<file path="src/rtl/cb_result_serializer_if.sv">
// cb_result_serializer_if: valid/ready result stream from the serializer to a narrow consumer
interface cb_result_serializer_if #(
  parameter int W = 4,
  parameter int IDX_W = 4
);
  logic out_valid;
  logic out_ready;
  logic [W-1:0] out_data;
  logic [IDX_W-1:0] out_idx;
  logic out_last;
  modport master (output out_valid, out_data, out_idx, out_last, input out_ready);
  modport slave (input out_valid, out_data, out_idx, out_last, output out_ready);
endinterface

</file>
<file path="src/rtl/cb_result_serializer.sv">
// cb_result_serializer: snapshots nine cb operator results on start and streams them out one per beat
module cb_result_serializer #(
  parameter int W = 4,
  parameter int IDX_W = 4
) (
  input  logic clk,
  input  logic rst_n,
  input  logic start,
  input  logic [W-1:0] Arithmetic,
  input  logic [W-1:0] Shift,
  input  logic [W-1:0] Relational,
  input  logic [W-1:0] Equality,
  input  logic [W-1:0] Bitwise,
  input  logic [W-1:0] Reduction,
  input  logic [W-1:0] Logical,
  input  logic [W-1:0] Concatenation,
  input  logic [W-1:0] Conditional,
  cb_result_serializer_if.master bus,
  output logic busy,
  output logic done
);
  typedef enum logic {IDLE, SEND} state_t;
  state_t state, state_nxt;
  logic [W-1:0] snap [0:8];
  logic [IDX_W-1:0] idx;
  logic hs, last, capture;
  assign last = idx == IDX_W'(8);
  assign hs = bus.out_valid && bus.out_ready;
  assign capture = state == IDLE && start;
  always_ff @(posedge clk) begin
    if (!rst_n) state <= IDLE;
    else state <= state_nxt;
  end
  always_comb begin
    state_nxt = state;
    state_nxt = (state == IDLE) ? (start ? SEND : IDLE) : ((hs && last) ? IDLE : SEND);
  end
  always_ff @(posedge clk) begin
    if (!rst_n) begin
      snap <= '{default: '0};
      idx <= '0;
      done <= 1'b0;
    end else begin
      done <= hs && last;
      if (capture) begin
        snap <= '{Arithmetic, Shift, Relational, Equality, Bitwise,
                  Reduction, Logical, Concatenation, Conditional};
        idx <= '0;
      end else if (hs) idx <= last ? '0 : idx + IDX_W'(1);
    end
  end
  assign bus.out_valid = state == SEND;
  assign bus.out_data = snap[idx];
  assign bus.out_idx = idx;
  assign bus.out_last = state == SEND && last;
  assign busy = state == SEND;
endmodule

</file>
<file path="src/flat_wrapper.sv">
// flat-port wrapper written by rule: the top's interface ports become plain ports
module cb_result_serializer_flat 
#(
  parameter int W = 4,
  parameter int IDX_W = 4
)
  (clk, rst_n, start, Arithmetic, Shift, Relational, Equality, Bitwise, Reduction, Logical, Concatenation, Conditional, busy, done, bus_out_valid, bus_out_data, bus_out_idx, bus_out_last, bus_out_ready);
  cb_result_serializer_if #(.W(W), .IDX_W(IDX_W)) bus_i ();
  input  logic clk;
  input  logic rst_n;
  input  logic start;
  input  logic [W-1:0] Arithmetic;
  input  logic [W-1:0] Shift;
  input  logic [W-1:0] Relational;
  input  logic [W-1:0] Equality;
  input  logic [W-1:0] Bitwise;
  input  logic [W-1:0] Reduction;
  input  logic [W-1:0] Logical;
  input  logic [W-1:0] Concatenation;
  input  logic [W-1:0] Conditional;
  output logic busy;
  output logic done;
  output wire logic [$bits(bus_i.out_valid)-1:0] bus_out_valid;
  output wire logic [$bits(bus_i.out_data)-1:0] bus_out_data;
  output wire logic [$bits(bus_i.out_idx)-1:0] bus_out_idx;
  output wire logic [$bits(bus_i.out_last)-1:0] bus_out_last;
  input wire logic [$bits(bus_i.out_ready)-1:0] bus_out_ready;
  assign bus_out_valid = bus_i.out_valid;
  assign bus_out_data = bus_i.out_data;
  assign bus_out_idx = bus_i.out_idx;
  assign bus_out_last = bus_i.out_last;
  assign bus_i.out_ready = bus_out_ready;
  cb_result_serializer #(.W(W), .IDX_W(IDX_W)) u_core (.clk(clk), .rst_n(rst_n), .start(start), .Arithmetic(Arithmetic), .Shift(Shift), .Relational(Relational), .Equality(Equality), .Bitwise(Bitwise), .Reduction(Reduction), .Logical(Logical), .Concatenation(Concatenation), .Conditional(Conditional), .bus(bus_i), .busy(busy), .done(done));
endmodule
</file>
<file path="config.mk">
export PLATFORM = sky130hd
export DESIGN_NAME = cb_result_serializer_flat
export DESIGN_NICKNAME = d
export VERILOG_FILES = /design/src/rtl/cb_result_serializer_if.sv /design/src/rtl/cb_result_serializer.sv /design/src/flat_wrapper.sv
export SDC_FILE = /design/constraint.sdc
export NUM_CORES = 1
export LEC_CHECK = 0
export ABC_AREA = 1
export ABC_CLOCK_PERIOD_IN_PS = 3300
export CAP_MARGIN = 5
export CORE_MARGIN = 3
export CORE_UTILIZATION = 35
export DETAILED_ROUTE_END_ITERATION = 8
export PLACE_DENSITY_LB_ADDON = 0.12
export SLEW_MARGIN = 20
export SYNTH_ARGS = -nofsm -noshare
export SYNTH_HDL_FRONTEND = slang
export SYNTH_SLANG_ARGS = --single-unit
</file>
<file path="constraint.sdc">
create_clock -name clk -period 3.3 [get_ports clk]
set_clock_uncertainty 0.2 [all_clocks]
set_input_delay 0.66 -clock clk [delete_from_list [all_inputs] [get_ports clk]]
set_output_delay 0.66 -clock clk [all_outputs]
set_load 0.01 [all_outputs]
</file>
After elaboration in Yosys (flattened, before gate mapping) --
Cells that the tools add are included.
Storage, ports and cells: bits in registers 42, input bits 40, output and inout port bits 12
Operators by class: add/sub/neg operators 1, order comparisons 1, equal/unequal tests 1, multiplexer cells 7, bitwise gates (word level) 3, reductions and logical operators 5
Operators with widths (count):
- binary-select mux 4 bit (select 4 bit) | 1
- two-way mux 4 bit | 3
- >= comparator 5 bit (second input constant) | 1
- inverter 4 -> 5 bit | 1
- adder 4 x 1 -> 4 bit (second input constant) | 1
- == test 4 bit (second input constant) | 1
- logical AND 1 bit | 4
- two-way mux 1 bit | 3
- inverter 1 bit | 2
- OR reduction 2 bit | 1

Logic depth before layout (Yosys ltp) --
Gate-level depths: netlist (run 1).
word-level depth 4, gate-level depth with buffers 8, mapped depth without buffers 7

Worst setup path after synthesis (run 1) --
No wires, ideal clock.
kind reg2out, start point register u_core.idx[0] (netlist: u_core.bus.out_idx[0]), end point output port bus_out_last, data arrival time 1.093 ns, path slack 1.347 ns, cell stages (with the launch flop) 6, buffers on the path 1, cells stage by stage dfxtp_1 > inv_2 > buf_2 > ha_1 > nand2_1 > nor2_1
Between the ends: longest elaborated chain between the ends 2
Ends and longest elaborated chain:
- from (decl) | RTL line cb_result_serializer.sv:25 | logic [IDX_W-1:0] idx;
- from (signal assigned) | RTL line cb_result_serializer.sv:49 | end else if (hs) idx <= last ? '0 : idx + IDX_W'(1);
- == test 4 bit | RTL line cb_result_serializer.sv:27 | assign last = idx == IDX_W'(8);
- logical AND 1 bit | RTL line cb_result_serializer.sv:55 | assign bus.out_last = state == SEND && last;
- to (decl) | RTL line flat_wrapper.sv:26 | output wire logic [$bits(bus_i.out_last)-1:0] bus_out_last;
Every way passes these cells.

Final worst setup path (run 1) --
start point register u_core.idx[0] (netlist: u_core.bus.out_idx[0]), end point output port bus_out_data[1]
Between the ends: longest elaborated chain between the ends 4
Ends and longest elaborated chain:
- inverter 4 -> 5 bit (not written as such) | RTL line cb_result_serializer.sv:53 | assign bus.out_data = snap[idx];
- binary-select mux 4 bit (select 4 bit) | RTL line cb_result_serializer.sv:53
- two-way mux 4 bit (not written as such) (2 in series) | RTL line cb_result_serializer.sv:53
- to (decl) | RTL line flat_wrapper.sv:24 | output wire logic [$bits(bus_i.out_data)-1:0] bus_out_data;
Every way passes these cells. The select of a mux whose other input is x is not followed.

==> results.cfg, run 1 <==
[sta]
fin_hold_ws_ns = 0.261
min_period_ns = 2.90
max_clock_freq_mhz = 345
report.final.slew_viol_count = 0
worst_pin_slew_ns = 0.556
hold_viol_final = 0
maxSlewHeadroom_pct = 62.9
setup_violations = 0
period_share_pct = 87.9
grt_setup_unrepaired = no
tns_ns = 0

[setup_path]
start_kind = flop
endpoint_kind = output pin
worstPathMaxFanout = 18
path_class = reg2out
cp.required_ns = 2.44
cp.arrival_ns = 2.04

[drt]
ant_nets = 0
dr_wl_met3_um = 278
dr_wl_met2_mm = 2.00
drtIter0Drc = 77
dr_total_vias = 1802
highest_layer = met4
wirelength_mm = 4.67
drt_first_pass_iters = 4
drc_errors = 0
routed_via_density = 4.67
wl_per_cell_um = 12.1
wl_met1_mm = 2.33

[floorplanning]
num_rows = 26
die-area_mm2 = 0.00640
die_w_um = 80.0
die_h_um = 80.0
start_util_pct = 36.9
ios = 52
core-area_mm2 = 0.00520

[global_route]
grt_max_degree = 49
antenna_found_initial = 0
grt_pass1_wl_mm = 7.82
grt_overflow_total = 0
grt_usage_pct = 15.6
first_global_vias = 1686

[placement]
port_buffers = 51
place_hpwl_mm = 3.38
place.gp.congestion = 0.949
placed_area_mm2 = 0.00244

[yosys]
synth_seq_area_share_pct = 43.8
ys_ff_latch = 42
avgSynthCellArea_um2 = 7.10
ys_warn_count = 0
syn_inst = 270
synth_area_mm2 = 0.00192
syn-num-nets = 312
synth_cell_types = 23

[cts]
clock_latency_ns = 0.29
htree_levels = 2
cts.path.max_buffers = 2
root_buffer = clkbuf_8
clock_sinks = 42
cts_setup_buffers = 0
cts_inserted_buffers = 5
cts_tree = built
clk_pin_slew_ns = 0.08
post_cts_resized = 0
hold_buffers = 0

[power]
combPwrFrac_pct = 16.1
share_seq_of_total_power_pct = 44.3
vdd_drop_max_uv = 220
switching_share_pct = 23.5
totalPowerFinal_uw = 1270
powerDensity_mw_per_mm2 = 489
power_leakage_uw = 0.00108
switching_power_uw = 297
clockPowerShare_pct = 39.7
p_int_uw = 968

[status]
outcome = finished, final reports clean

[finish]
fillers = 556
final_util_pct = 49.7
area_delta_synth_final_pct = 34.8
multiInputGateArea_um2 = 830
final_area_mm2 = 0.00258
antenna_cells = 0
ff_latch_area_um2 = 841
drive_gt1_share_pct = 5.38
nets = 357

[min_path]
min_path_type = reg2reg

[run]
drv_cap = 0
-- cells in the final DEF, fill, tap and decap left out --
master,instances
inv_2,3
nor2_2,1
xor2_1,2
ha_1,2
nand2_1,42
clkdlybuf4s50_1,51
dfxtp_1,42
nor2_4,1
a21oi_1,30
nand3_1,26
nor3_2,1
nor2_1,29
bufinv_16,2
nand4_1,4
o21ai_0,32
inv_1,33
buf_12,1
o211ai_1,1
buf_4,2
o21ai_1,4
clkbuf_8,6
clkinv_1,1
-- metrics by stage --
step	std cells	setup WS, ns
final	386	0.399
after CTS	386	0.387
after global placement	378	0.738
after global routing	386	0.257
after detailed placement	378	0.718
after floorplan	270	1.35
-- state kept, by name (all words and copies together), names as in the netlist --
register              count
u_core.bus.out_idx        4
u_core.snap              36
u_core.done               1
u_core.bus.out_valid      1
-- cells by family (layout without fill, tap and decap cells) --
logic type,after synthesis,in the layout,synth area share [%]
AOI/OAI and AO/OA,67,67,17.6
DFF,42,42,43.8
xor gates and xnor gates,2,2,0.913
adders and majority gates,2,2,1.30
and+or+nand+nor,104,104,23.4
buffers and inverters,53,99,12.9
-- cell type report --
type	count	share of cell area, %
Clock buffer	6	3.19
Timing Repair Buffer	54	21.1
Multi-Input combinational cell	175	32.1
Inverter	37	5.37
Sequential cell	42	32.5
Clock inverter	2	2.32
Tap cell	70	3.39
-- power by group through the flow --
stage          registers, uW  clock network (uW)  logic [uW]
2_1_floorplan            569                   0         119
3_3_place_gp             572                   0         204
3_5_place_dp             572                   0         204
4_1_cts                  560                 509         206
5_1_grt                  564                 534         229
6_report                 560                 502         203
-- layer usage --
| layer | track usage (%) | up-vias |
|---|---|---|
| met2 | 23.4 | 41 |
| li1 | - | 954 |
| met4 | 5.07 | 0 |
| met5 | 0 | - |
| met3 | 4.51 | 5 |
| met1 | 21.4 | 802 |
-- critical path: stages (launching register included) --
cell and delay (ns):
dfxtp_1 0.51, inv_2 0.22, nand2_1 0.11, nand3_1 0.07, nand3_1 0.12, nand3_1 0.11, nand2_1 0.08, clkdlybuf4s50_1 0.53
-- worst paths after layout --
check / start / endpoint / slack (ns) / cells past startpoint
min: u_core.snap[12] / u_core.snap[12] / 0.26 / 2
max reg2reg: u_core.bus.out_idx[1] / u_core.bus.out_idx[0] / 1.39 / 7
max: u_core.bus.out_idx[0] / bus_out_data[1] / 0.40 / 7
min reg2reg: u_core.snap[12] / u_core.snap[12] / 0.26 / 2
-- Yosys cell counts (all sizes together) --
master   n  share of area, %
o21ai   36               9.4
a21oi   30               7.8
nand2   42               8.2
nor2    31               6.6
xor2     2              0.91
clkbuf   4              0.91
nand3   26               6.8
inv     36               7.0
o211ai   1              0.39
ha       2               1.3
nand4    4               1.3
nor3     1              0.52
buf     12               4.8
clkinv   1              0.20
dfxtp   42                44
No activity file was read; power rests on OpenSTA's default activity.
==> inputs of run 2 (changes only) <==
--- a/config.mk
+++ b/config.mk
@@ -6,7 +6,7 @@
 export NUM_CORES = 1
 export LEC_CHECK = 0
 export ABC_AREA = 1
-export ABC_CLOCK_PERIOD_IN_PS = 3300
+export ABC_CLOCK_PERIOD_IN_PS = 3400
 export CAP_MARGIN = 5
 export CORE_MARGIN = 3
 export CORE_UTILIZATION = 35
==> constraint.sdc (replaced) <==
create_clock -name clk -period 3.4 [get_ports clk]
set_clock_uncertainty 0.2 [all_clocks]
set_input_delay 0.68 -clock clk [delete_from_list [all_inputs] [get_ports clk]]
set_output_delay 0.68 -clock clk [all_outputs]
set_load 0.01 [all_outputs]
==> run 2 against run 1 <==
Core utilization fell by 0.58 points. Worst hold slack got worse by 0.0024 ns. Register-to-register slack improved by 0.12 ns. Clock power fell by 22%. Critical endpoint is now bus_out_data[2]. Largest power group unchanged.
==> results.cfg, run 2 (same netlist as run 1, synthesis figures left out) <==
[power]
clockPowerShare_pct = 34.7
power_leakage_uw = 0.00106
vdd_drop_max_uv = 240
share_seq_of_total_power_pct = 47.9
totalPowerFinal_uw = 1130
powerDensity_mw_per_mm2 = 444
p_int_uw = 861
combPwrFrac_pct = 17.4
switching_share_pct = 24.1
switching_power_uw = 273

[floorplanning]
die-area_mm2 = 0.00640
core-area_mm2 = 0.00520
die_w_um = 80.0
ios = 52
num_rows = 26
die_h_um = 80.0
start_util_pct = 36.9

[global_route]
grt_usage_pct = 15.8
first_global_vias = 1675
grt_max_degree = 49
grt_overflow_total = 0
antenna_found_initial = 0
grt_pass1_wl_mm = 7.91

[finish]
drive_gt1_share_pct = 5.08
regMostFlops = u_core.snap
largest_register_ffs = 36
area_delta_synth_final_pct = 33.2
antenna_cells = 0
fillers = 551
final_area_mm2 = 0.00255
layout_common_cells = clkdlybuf4s50_1 (51), nand2_1 (42), dfxtp_1 (42), inv_1 (33), o21ai_0 (32)
nets = 357
layout_commonest_cell = clkdlybuf4s50_1
fin_cells = 385

[placement]
placed_area_mm2 = 0.00244
dp.cells = 378
place_hpwl_mm = 3.37
place.gp.congestion = 0.938
port_buffers = 51
dp_worst_setup_slack_ns = 0.796

[run]
drv_cap = 0

[sta]
worst_pin_slew_ns = 0.578
tns_ns = 0
period_share_pct = 85.3
report.final.slew_viol_count = 0
setup_violations = 0
min_period_ns = 2.90
hold_viol_final = 0
setup_slack_ns = 0.499
maxSlewHeadroom_pct = 61.4
grt_setup_unrepaired = no
max_clock_freq_mhz = 345

[drt]
drtIter0Drc = 57
wirelength_mm = 4.65
drt_first_pass_iters = 4
ant_nets = 0
dr_total_vias = 1786
drc_errors = 0
wl_per_cell_um = 12.1
routed_via_density = 4.64

[min_path]
hp-start = u_core.snap[19]
min_path_type = reg2reg

[cts]
hold_buffers = 0
cts_inserted_buffers = 5
post_cts_resized = 0
cts_tree = built
cts_setup_buffers = 0
clk_pin_slew_ns = 0.08
cts.path.max_buffers = 2
clock_sinks = 42
htree_levels = 2
root_buffer = clkbuf_8
clock_latency_ns = 0.29

[setup_path]
endpoint_kind = output pin
r2r_start = u_core.bus.out_idx[1]
start_kind = flop
path_class = reg2out
cp-startpoint = u_core.bus.out_idx[0]
worstPathMaxFanout = 16
cp.arrival_ns = 2.02
cp.required_ns = 2.52

[status]
outcome = finished, final reports clean
==> run 2: cell types whose count changed in the layout (fill, tap and decap cells not counted) <==
cell,previous run,this run
bufinv_16,2,1
==> run 2: area by class of cell <==
cell class              instances  area [um^2]  share of cell area, %
flip-flops and latches         42          841                   32.9
multi-input cells             175          830                   32.5
repair buffers                 54          546                   21.4
inverters                      37          139                   5.44
well taps                      70         87.6                   3.43
clock buffers                   6         82.6                   3.23
clock inverters                 1         30.0                   1.18
==> run 2: metal layers <==
layer / wire length [um] / GRT usage, % / up-vias
met4: 80 / 6.08 / 0
li1: - / - / 955
met2: 2040 / 24.2 / 40
met3: 251 / 4.18 / 9
met1: 2280 / 21.0 / 782
met5: 0 / 0 / -
==> run 2: power by group through the flow <==
stage	clock network, uW	logic [uW]	registers, uW
2_1_floorplan	0	115	552
5_1_grt	427	224	548
3_3_place_gp	0	198	555
6_report	394	197	544
3_5_place_dp	0	198	555
4_1_cts	404	200	543
==> run 2: final timing paths <==
check	slack, ns	endpoint	cells past startpoint
worst min register to register	0.26	u_core.snap[19]	2
worst max register to register	1.51	u_core.bus.out_idx[0]	7
worst max-delay path	0.50	bus_out_data[2]	8
worst min-delay path	0.26	u_core.snap[19]	2
==> run 2: stage by stage <==
| stage | hold WS [ns] | util [%] |
|---|---|---|
| 5_1_grt | 0.273 | 49.1 |
| 3_3_place_gp | 0.247 | 46.9 |
| 3_5_place_dp | 0.248 | 46.9 |
| 6_report | 0.258 | 49.1 |
| 4_1_cts | 0.259 | 49.1 |
| 2_1_floorplan | 0.229 | - |
==> run 2: worst max-delay path, cell delays in order, from the launching register on <==
cell	delay (ns)
dfxtp_1	0.49
buf_4	0.26
nor2_1	0.07
nor2_1	0.08
nand2_1	0.06
nand3_1	0.06
nand3_1	0.10
nand2_1	0.07
clkdlybuf4s50_1	0.53
==> inputs of run 3 (changes only) <==
--- a/config.mk
+++ b/config.mk
@@ -6,9 +6,9 @@
 export NUM_CORES = 1
 export LEC_CHECK = 0
 export ABC_AREA = 1
-export ABC_CLOCK_PERIOD_IN_PS = 3400
+export ABC_CLOCK_PERIOD_IN_PS = 2900
 export CAP_MARGIN = 5
-export CORE_MARGIN = 3
+export CORE_MARGIN = 2
 export CORE_UTILIZATION = 35
 export DETAILED_ROUTE_END_ITERATION = 8
 export PLACE_DENSITY_LB_ADDON = 0.12
==> constraint.sdc (replaced) <==
create_clock -name clk -period 2.9 [get_ports clk]
set_clock_uncertainty 0.2 [all_clocks]
set_input_delay 0.58 -clock clk [delete_from_list [all_inputs] [get_ports clk]]
set_output_delay 0.58 -clock clk [all_outputs]
set_load 0.01 [all_outputs]
==> run 3 against run 2 <==
Worst setup slack got worse by 0.29 ns. Wire length decreased by 0.60%. Largest cell class unchanged. Critical path depth decreased by 1. Register-to-register slack got worse by 0.54 ns.
==> results.cfg, run 3 (same netlist as run 1, synthesis figures left out) <==
[setup_path]
r2r-end = u_core.bus.out_idx[0]
cp.arrival_ns = 1.91
start_kind = flop
worstPathMaxFanout = 18
r2r_start = u_core.bus.out_valid
r2r_slack_ns = 0.97
crit_path_end = bus_out_data[1]
endpoint_kind = output pin
cp-startpoint = u_core.bus.out_idx[0]
path_class = reg2out
cp.required_ns = 2.12
ff2ff_path_depth = 4

[drt]
drtIter0Drc = 103
ant_nets = 0
wirelength_mm = 4.62
dr_total_vias = 1783
drc_errors = 0
drt_first_pass_iters = 4
routed_via_density = 4.62
wl_per_cell_um = 12.0

[sta]
tns_ns = 0
hold_viol_final = 0
max_clock_freq_mhz = 372
period_share_pct = 92.6
grt_setup_unrepaired = no
fin_hold_ws_ns = 0.254
min_period_ns = 2.69
report.final.slew_viol_count = 0
worst_pin_slew_ns = 0.945
maxSlewHeadroom_pct = 37.0
setup_violations = 0

[finish]
fillers = 556
regMostFlops = u_core.snap
nets = 357
ff_latch_area_um2 = 845
area_delta_synth_final_pct = 32.7
drive_gt1_share_pct = 6.65
antenna_cells = 0
layout_common_cells = clkdlybuf4s50_1 (51), nand2_1 (42), dfxtp_1 (39), inv_1 (33), o21ai_0 (32)
layout_commonest_cell = clkdlybuf4s50_1
multiInputGateArea_um2 = 830
largest_register_ffs = 36

[cts]
cts_inserted_buffers = 5
clock_latency_ns = 0.30
htree_levels = 2
clk_pin_slew_ns = 0.08
cts.path.max_buffers = 2
cts_tree = built
clock_sinks = 42
root_buffer = clkbuf_8
hold_buffers = 0

[power]
vdd_drop_max_uv = 246
powerDensity_mw_per_mm2 = 496
power_leakage_uw = 0.00105

[min_path]
min_path_type = reg2reg

[floorplanning]
die-area_mm2 = 0.00609
ios = 52
start_util_pct = 36.9
die_w_um = 78.0
num_rows = 26
core-area_mm2 = 0.00520
die_h_um = 78.0

[placement]
port_buffers = 51
place_hpwl_mm = 3.29
place.gp.congestion = 0.845

[global_route]
antenna_found_initial = 0
grt_usage_pct = 16.5
grt_max_degree = 68
grt_overflow_total = 0
grt_pass1_wl_mm = 7.93
first_global_vias = 1733

[status]
outcome = finished, final reports clean

[run]
drv_cap = 0
==> run 3: cell count changes in the layout (fill, tap and decap cells not counted), sizes merged <==
cell,delta
bufinv,-1
clkinvlp,+2
==> run 3: area by class of cell <==
class | count | share of cell area [%]
tap | 70 | 3.44
multi-input combinational | 175 | 32.6
clock buffer | 6 | 3.24
sequential | 42 | 33.2
timing repair buffer | 54 | 21.4
inverter | 37 | 5.60
clock inverter | 2 | 0.492
==> run 3: stage by stage <==
step                util (%)  instances  setup slack [ns]  instance area, um^2  power (uW)
finish                  48.9        386             0.213                 2540        1260
detailed placement      46.9        378             0.360                 2440         880
floorplan                  -        270              1.03                 1920         783
CTS                     48.8        386            0.0197                 2540        1280
global placement        46.9        378             0.384                 2440         878
global route            48.9        386            0.0327                 2540        1340
==> run 3: worst min path at each step <==
| stage | start | endpoint | cells past startpoint | slack, ns |
|---|---|---|---|---|
| 2_1_floorplan | u_core.snap[16] | u_core.snap[16] | 2 | 0.23 |
| 3_3_place_gp | u_core.snap[5] | u_core.snap[5] | 2 | 0.24 |
| 3_5_place_dp | u_core.snap[9] | u_core.snap[9] | 2 | 0.24 |
| 4_1_cts | u_core.snap[9] | u_core.snap[9] | 2 | 0.26 |
| 5_1_grt | u_core.snap[9] | u_core.snap[9] | 2 | 0.27 |
| 6_report | u_core.snap[9] | u_core.snap[9] | 2 | 0.25 |
==> run 3: repair_timing <==
action	CTS	global route
endpoints found under the setup margin	0	5
resized for setup	0	4
hold endpoints to repair	0	0
buffers inserted	0	0
==> run 3: critical path, cell delays in order (launching register included) <==
cell and delay [ns]:
dfxtp_2 0.43, inv_2 0.17, nand2_1 0.10, nand3_1 0.08, nand3_1 0.10, nand3_1 0.09, nand2_1 0.09, clkdlybuf4s50_1 0.54
==> run 3: metal layers <==
metal	GRT usage (%)	vias up	wire [um]
li1	-	955	-
met4	6.84	0	76
met1	21.7	785	2310
met5	0	-	0
met3	3.91	5	195
met2	25.9	38	2040
==> run 3: power breakdown <==
| group | internal [uW] | switching [uW] |
|---|---|---|
| registers | 621 | 17.2 |
| logic | 113 | 116 |
| clock network | 191 | 205 |
| total | 925 | 338 |
